<file path="config.mk">
export PLATFORM = sky130hd
export DESIGN_NAME = ram_block_mover
export DESIGN_NICKNAME = d
export VERILOG_FILES = /design/src/rtl/n2t_pkg.sv /design/src/rtl/ram_block_mover.sv
export SDC_FILE = /design/constraint.sdc
export NUM_CORES = 1
export LEC_CHECK = 0
export BUFFER_PORTS_ARGS = -buffer_cell sky130_fd_sc_hd__buf_2
export CAP_MARGIN = 20
export CORE_AREA = 2 2 82 84
export DETAILED_ROUTE_END_ITERATION = 10
export DIE_AREA = 0 0 84 86
export HOLD_SLACK_MARGIN = 0.12
export PLACE_DENSITY_LB_ADDON = 0.05
export SLEW_MARGIN = 25
export SYNTH_ARGS = -nofsm -noshare
export SYNTH_HDL_FRONTEND = slang
export SYNTH_SLANG_ARGS = --single-unit
export TNS_END_PERCENT = 30
</file>
<file path="constraint.sdc">
create_clock -name clock -period 3.11 [get_ports clock]
set_input_delay 0.311 -clock clock [delete_from_list [all_inputs] [get_ports clock]]
set_output_delay 0.311 -clock clock [all_outputs]
set_load 0.02 [all_outputs]
</file>
<file path="src/rtl/n2t_pkg.sv">
// Shared definitions for the ram_512 block mover and its memory model.
//   ADDR_W / DATA_W : geometry of the ram_512 memory
//   mover_state_t   : block mover FSM states
//   MODE_COPY/FILL  : encoding of the mover's mode input
package n2t_pkg;

  localparam int unsigned ADDR_W = 9;
  localparam int unsigned DATA_W = 16;

  localparam logic MODE_COPY = 1'b0;
  localparam logic MODE_FILL = 1'b1;

  typedef enum logic [1:0] {
    IDLE  = 2'd0,
    READ  = 2'd1,
    WRITE = 2'd2,
    DONE  = 2'd3
  } mover_state_t;

endpackage

</file>
<file path="src/rtl/ram_block_mover.sv">
// Block mover driving a ram_512 port: copies 'length' words from src_addr to dst_addr, or fills
// 'length' words at dst_addr with fill_value. Transfers proceed strictly upward one word at a
// time, so overlapping copies see their own earlier writes.
//   clock, reset            : system clock, synchronous active-high reset
//   start, mode             : one-cycle request (taken only in IDLE), 0 = copy / 1 = fill
//   src_addr, dst_addr      : base addresses, wrap modulo 2^ADDR_W
//   length, fill_value      : word count (clamped to 2^ADDR_W), fill word
//   busy, done              : busy in READ/WRITE, one-cycle completion pulse
//   mem_address/in/load/out : ram_512 port
module ram_block_mover #(
  parameter int unsigned ADDR_W = n2t_pkg::ADDR_W,
  parameter int unsigned DATA_W = n2t_pkg::DATA_W
) (
  input  logic              clock,
  input  logic              reset,
  input  logic              start,
  input  logic              mode,
  input  logic [ADDR_W-1:0] src_addr,
  input  logic [ADDR_W-1:0] dst_addr,
  input  logic [ADDR_W:0]   length,
  input  logic [DATA_W-1:0] fill_value,
  output logic              busy,
  output logic              done,
  output logic [ADDR_W-1:0] mem_address,
  output logic [DATA_W-1:0] mem_in,
  output logic              mem_load,
  input  logic [DATA_W-1:0] mem_out
);

  import n2t_pkg::*;

  localparam logic [ADDR_W:0] MaxLen = {1'b1, {ADDR_W{1'b0}}};

  mover_state_t      state_q, state_d;
  logic [ADDR_W-1:0] src_q, src_d;
  logic [ADDR_W-1:0] dst_q, dst_d;
  logic [ADDR_W:0]   cnt_q, cnt_d;
  logic [DATA_W-1:0] data_q, data_d;
  logic [DATA_W-1:0] fill_q, fill_d;
  logic              mode_q, mode_d;
  logic              load_raw;

  always_comb begin
    state_d     = state_q;
    src_d       = src_q;
    dst_d       = dst_q;
    cnt_d       = cnt_q;
    data_d      = data_q;
    fill_d      = fill_q;
    mode_d      = mode_q;
    busy        = 1'b0;
    done        = 1'b0;
    mem_address = '0;
    mem_in      = '0;
    load_raw    = 1'b0;

    unique case (state_q)
      IDLE: begin
        if (start) begin
          src_d  = src_addr;
          dst_d  = dst_addr;
          fill_d = fill_value;
          mode_d = mode;
          cnt_d  = (length > MaxLen) ? MaxLen : length;
          if (cnt_d == '0) begin
            state_d = DONE;
          end else if (mode == MODE_COPY) begin
            state_d = READ;
          end else begin
            state_d = WRITE;
          end
        end
      end
      READ: begin
        busy        = 1'b1;
        mem_address = src_q;
        data_d      = mem_out;
        src_d       = src_q + ADDR_W'(1);
        state_d     = WRITE;
      end
      WRITE: begin
        busy        = 1'b1;
        mem_address = dst_q;
        load_raw    = 1'b1;
        mem_in      = (mode_q == MODE_FILL) ? fill_q : data_q;
        dst_d       = dst_q + ADDR_W'(1);
        cnt_d       = cnt_q - (ADDR_W + 1)'(1);
        if (cnt_d == '0) begin
          state_d = DONE;
        end else if (mode_q == MODE_FILL) begin
          state_d = WRITE;
        end else begin
          state_d = READ;
        end
      end
      DONE: begin
        done    = 1'b1;
        state_d = IDLE;
      end
      default: state_d = IDLE;
    endcase
  end

  // Gate the write strobe so no RAM write lands on an edge where reset is sampled.
  assign mem_load = load_raw & ~reset;

  always_ff @(posedge clock) begin
    if (reset) begin
      state_q <= IDLE;
      src_q   <= '0;
      dst_q   <= '0;
      cnt_q   <= '0;
      data_q  <= '0;
      fill_q  <= '0;
      mode_q  <= MODE_COPY;
    end else begin
      state_q <= state_d;
      src_q   <= src_d;
      dst_q   <= dst_d;
      cnt_q   <= cnt_d;
      data_q  <= data_d;
      fill_q  <= fill_d;
      mode_q  <= mode_d;
    end
  end

endmodule

</file>
==> impl_results.rst <==
.. list-table::
   :header-rows: 1

   * - Metric
     - Value
   * - Total Wirelength
     - 8810 um
   * - Gate Count Post-Synth
     - 452
   * - Sequence of cells on the critical path
     - inv_1, ha_1, nor4b_2, xor2_1, o31a_1, or4_1, nand2_1
   * - First-pass GRT wire length
     - 14600 um
   * - Placement row count
     - 29
   * - Cell at the root of the clock tree
     - clkbuf_8
   * - Total grt overflow
     - 0
   * - Worst setup slack before clock tree synthesis
     - 898 ps
   * - Largest fanout of any net on the critical path
     - 8
   * - Via count
     - 3462
   * - # diodes
     - 0
   * - Count of input and output buffers
     - 91
   * - Total Nets Final
     - 601
   * - Number of max-slew violations in the final report
     - 0
   * - Number of antenna violations at the first check in global routing
     - 0
   * - Number of flops mapped to enable cells by yosys
     - 0
   * - Total half-perimeter wirelength after legalization and detailed placement
     - 6110 um
   * - Number of max-capacitance violations reported
     - 0
   * - Number of global-route vias before repair
     - 3143
   * - Number of failing hold endpoints at the final stage
     - 0
   * - Count of TritonRoute iterations in the first routing pass
     - 5
   * - Number of standard cells in the layout, taps in and fillers out
     - 609
   * - Clock tree from TritonCTS
     - yes
   * - Class of the tightest hold or removal check
     - in2reg
   * - Worst-skew pair later-pin latency
     - 340 ps
   * - Depth of the CTS H-tree
     - 3
   * - Hold EP
     - fill_q[5]
   * - Clock transition at the registers of the reported paths
     - 70 ps
   * - Yosys warns
     - 0
   * - Fin crit share
     - 72.5%
   * - Number of fill cells in the layout
     - 573
   * - Share of layout cells above drive strength 1
     - 22.6%
   * - Post-synthesis cell type count
     - 48
   * - RSZ-0062 raised after global routing
     - false
   * - Buffers & Inverters on Critical Path
     - 1
   * - Inst Count DP
     - 595
   * - Chip Height
     - 86 um
   * - Family with the most delay on the worst path
     - simple AND/OR/NAND/NOR gates
   * - Result of the run
     - complete, no violations
   * - Final Total Pwr
     - 2.67 mW
   * - GRT Max-Usage Layer
     - met2
   * - Sequential element share of the synthesized area
     - 36.3%
   * - Via count normalized by instance count
     - 5.68
   * - Fraction of met3 tracks used by global routing
     - 6.06%
   * - FF-to-FF path depth
     - 7
   * - Signal arrival time at the worst endpoint
     - 2540 ps
   * - Post-route cell area
     - 4110 um2
   * - Final worst clock skew
     - 8.23 ps
   * - Global Route Usage Sum
     - 24.8%
   * - Count of nets left with antenna violations after detail routing
     - 0
   * - R2r setup slk
     - 850 ps
   * - Routed wire per std cell
     - 14.5 um
   * - Static Leakage
     - 1.68 nW
   * - Full die area
     - 7220 um2
   * - Global placement routability congestion
     - 0.919
   * - Area inside the core boundary
     - 6280 um2
   * - Post-route core utilization
     - 65.5%
   * - Net count after synthesis
     - 524
   * - Primary flip-flop cell chosen by synthesis mapping
     - dfxtp_1
   * - Peak supply drop
     - 354 uV
   * - Sinks on the clock net
     - 63
   * - Sum of negative setup slack
     - 0 ps
   * - Signed area change from the synthesized netlist to the final layout
     - 18.3%
   * - Endpoint required time on the critical path
     - 3400 ps
   * - Power density over cell area
     - 649 nW/um2
   * - CP Launch Type
     - register
   * - Synth top cells by count
     - 63 x dfxtp_1, 63 x nor2_1, 56 x nand2_1
   * - GR met1 Demand/Resource
     - 32.7%
   * - Avg Cell Area, Syn
     - 7.68 um2
   * - Global routing met2 resource utilization
     - 40.2%
   * - Count of routing violations after the opening detailed-route iteration
     - 272
   * - Largest incremental delay on the critical path
     - 560 ps
   * - Worst Hold Path Cells
     - 3
   * - Worst relative slew slack
     - 45.6%
   * - Largest area contributor in the netlist
     - dfxtp_1
   * - Post-route setup slack
     - 855 ps
   * - Hold_ws
     - 203 ps
   * - Cell with the largest stage delay on the worst path
     - or4_1
   * - Number of gates resized after cts
     - 0
   * - Inserted Clock Buffers
     - 9
   * - Fraction of synthesized cell area taken by the top area cell type
     - 36.3%
   * - Post-CTS setup-driven buffer insertion count
     - 0
   * - Critical path class
     - reg2reg
   * - IO Count
     - 92
   * - Clock buffer depth
     - 2
   * - Worst-Margin Slew
     - 810 ps
   * - Mapped cell area
     - 3470 um2
   * - Largest cells by area after synthesis
     - dfxtp_1 36%, mux2i_1 9.8%, nor2_1 6.8%
   * - Capture point of the worst reg-to-reg path
     - state_q[1]
   * - Die boundary width
     - 84 um
   * - Category of the worst setup path capture point
     - register
   * - Number of remaining DRC errors
     - 0
   * - Max Clk Rate
     - 0.443 GHz
   * - Post-synth ARST share
     - 0%
   * - Launch instance of the worst register-to-register path
     - cnt_q[0]
   * - Pin count of the biggest net entering global routing
     - 40
   * - Crit path time final
     - 2260 ps
   * - Flip-flop and latch count after synthesis
     - 63
   * - HP Start
     - fill_value[5]
   * - Starting density of the core
     - 55.3%
   * - Post-CTS Hold Fix Bufs
     - 0
   * - Cell area after placement
     - 3960 um2
   * - Number of setup violations in the final report
     - 0
-- state kept, by name, indices dropped and copies added, names as in the netlist --
signal,flops
cnt_q,10
data_q,16
dst_q,9
fill_q,16
mode_q,1
src_q,9
state_q,2
-- area by class of cell --
| cell class | count | area, um2 | share of cell area, % |
|---|---|---|---|
| well taps | 77 | 96.3 | 2.34 |
| multi-input cells | 346 | 2040 | 49.7 |
| inverters | 9 | 33.8 | 0.822 |
| clock buffers | 9 | 124 | 3.01 |
| repair buffers | 100 | 523 | 12.7 |
| flip-flops and latches | 63 | 1260 | 30.7 |
| clock inverters | 5 | 27.5 | 0.670 |
-- layer usage --
layer,up-vias,share of wire [%]
met5,-,0
met4,0,1.2
met3,11,6.1
met2,125,48
met1,1584,45
li1,1742,-
-- worst register-to-register path: cells and delay by family (launching register included) --
| kind | cells | cell delay (ps) |
|---|---|---|
| xor gates and xnor gates | 1 | 120 |
| AOI/OAI and AO/OA | 1 | 250 |
| DFF | 1 | 350 |
| buffers and inverters | 1 | 90 |
| adders and majority gates | 1 | 310 |
| and+or+nand+nor | 3 | 1080 |
-- worst max path at each step --
stage               startpoint    endpoint  slack (ps)  cells after the start
floorplan           state_q[0]  mem_in[10]        1020                      7
global placement      cnt_q[0]  state_q[1]        1000                      7
detailed placement    cnt_q[0]  state_q[1]         900                      7
CTS                   cnt_q[0]  state_q[1]         870                      7
global route          cnt_q[0]  state_q[1]         720                      7
finish                cnt_q[0]  state_q[1]         850                      7
-- logic make-up after synthesis --
logic type | Yosys count | share of synthesized area, %
fa+ha+maj | 8 | 2.88
xor+xnor | 4 | 1.01
mux | 34 | 9.80
buf+inv | 43 | 4.94
flops | 63 | 36.3
simple gates | 182 | 23.9
compound gates | 118 | 21.2
-- power by group --
group          switching (mW)  total (mW)  internal [mW]
Clock                   0.309       0.582          0.274
Combinational           0.599        1.01          0.412
Sequential              0.138        1.07          0.934
-- cell usage in the layout, fill, tap and decap left out, types with 3 or more instances in the layout --
master | synthesis | routed
mux2i_1 | 34 | 34
xor2_1 | 3 | 3
nor3_1 | 14 | 14
o21ai_1 | 3 | 3
a211oi_1 | 6 | 6
buf_2 | 8 | 91
dfxtp_1 | 63 | 63
nor2b_1 | 14 | 14
ha_1 | 8 | 7
nand3_1 | 12 | 12
a21oi_1 | 42 | 42
nor2_1 | 63 | 63
clkinv_2 | 0 | 4
a31oi_1 | 4 | 4
o21ai_0 | 21 | 21
a21o_1 | 4 | 4
buf_4 | 0 | 9
nor4_1 | 3 | 3
clkbuf_8 | 0 | 9
a22oi_1 | 15 | 15
and3_1 | 6 | 6
o2bb2ai_1 | 5 | 5
inv_1 | 8 | 8
nand2_1 | 56 | 56
No activity file was read; power rests on OpenSTA's default activity.
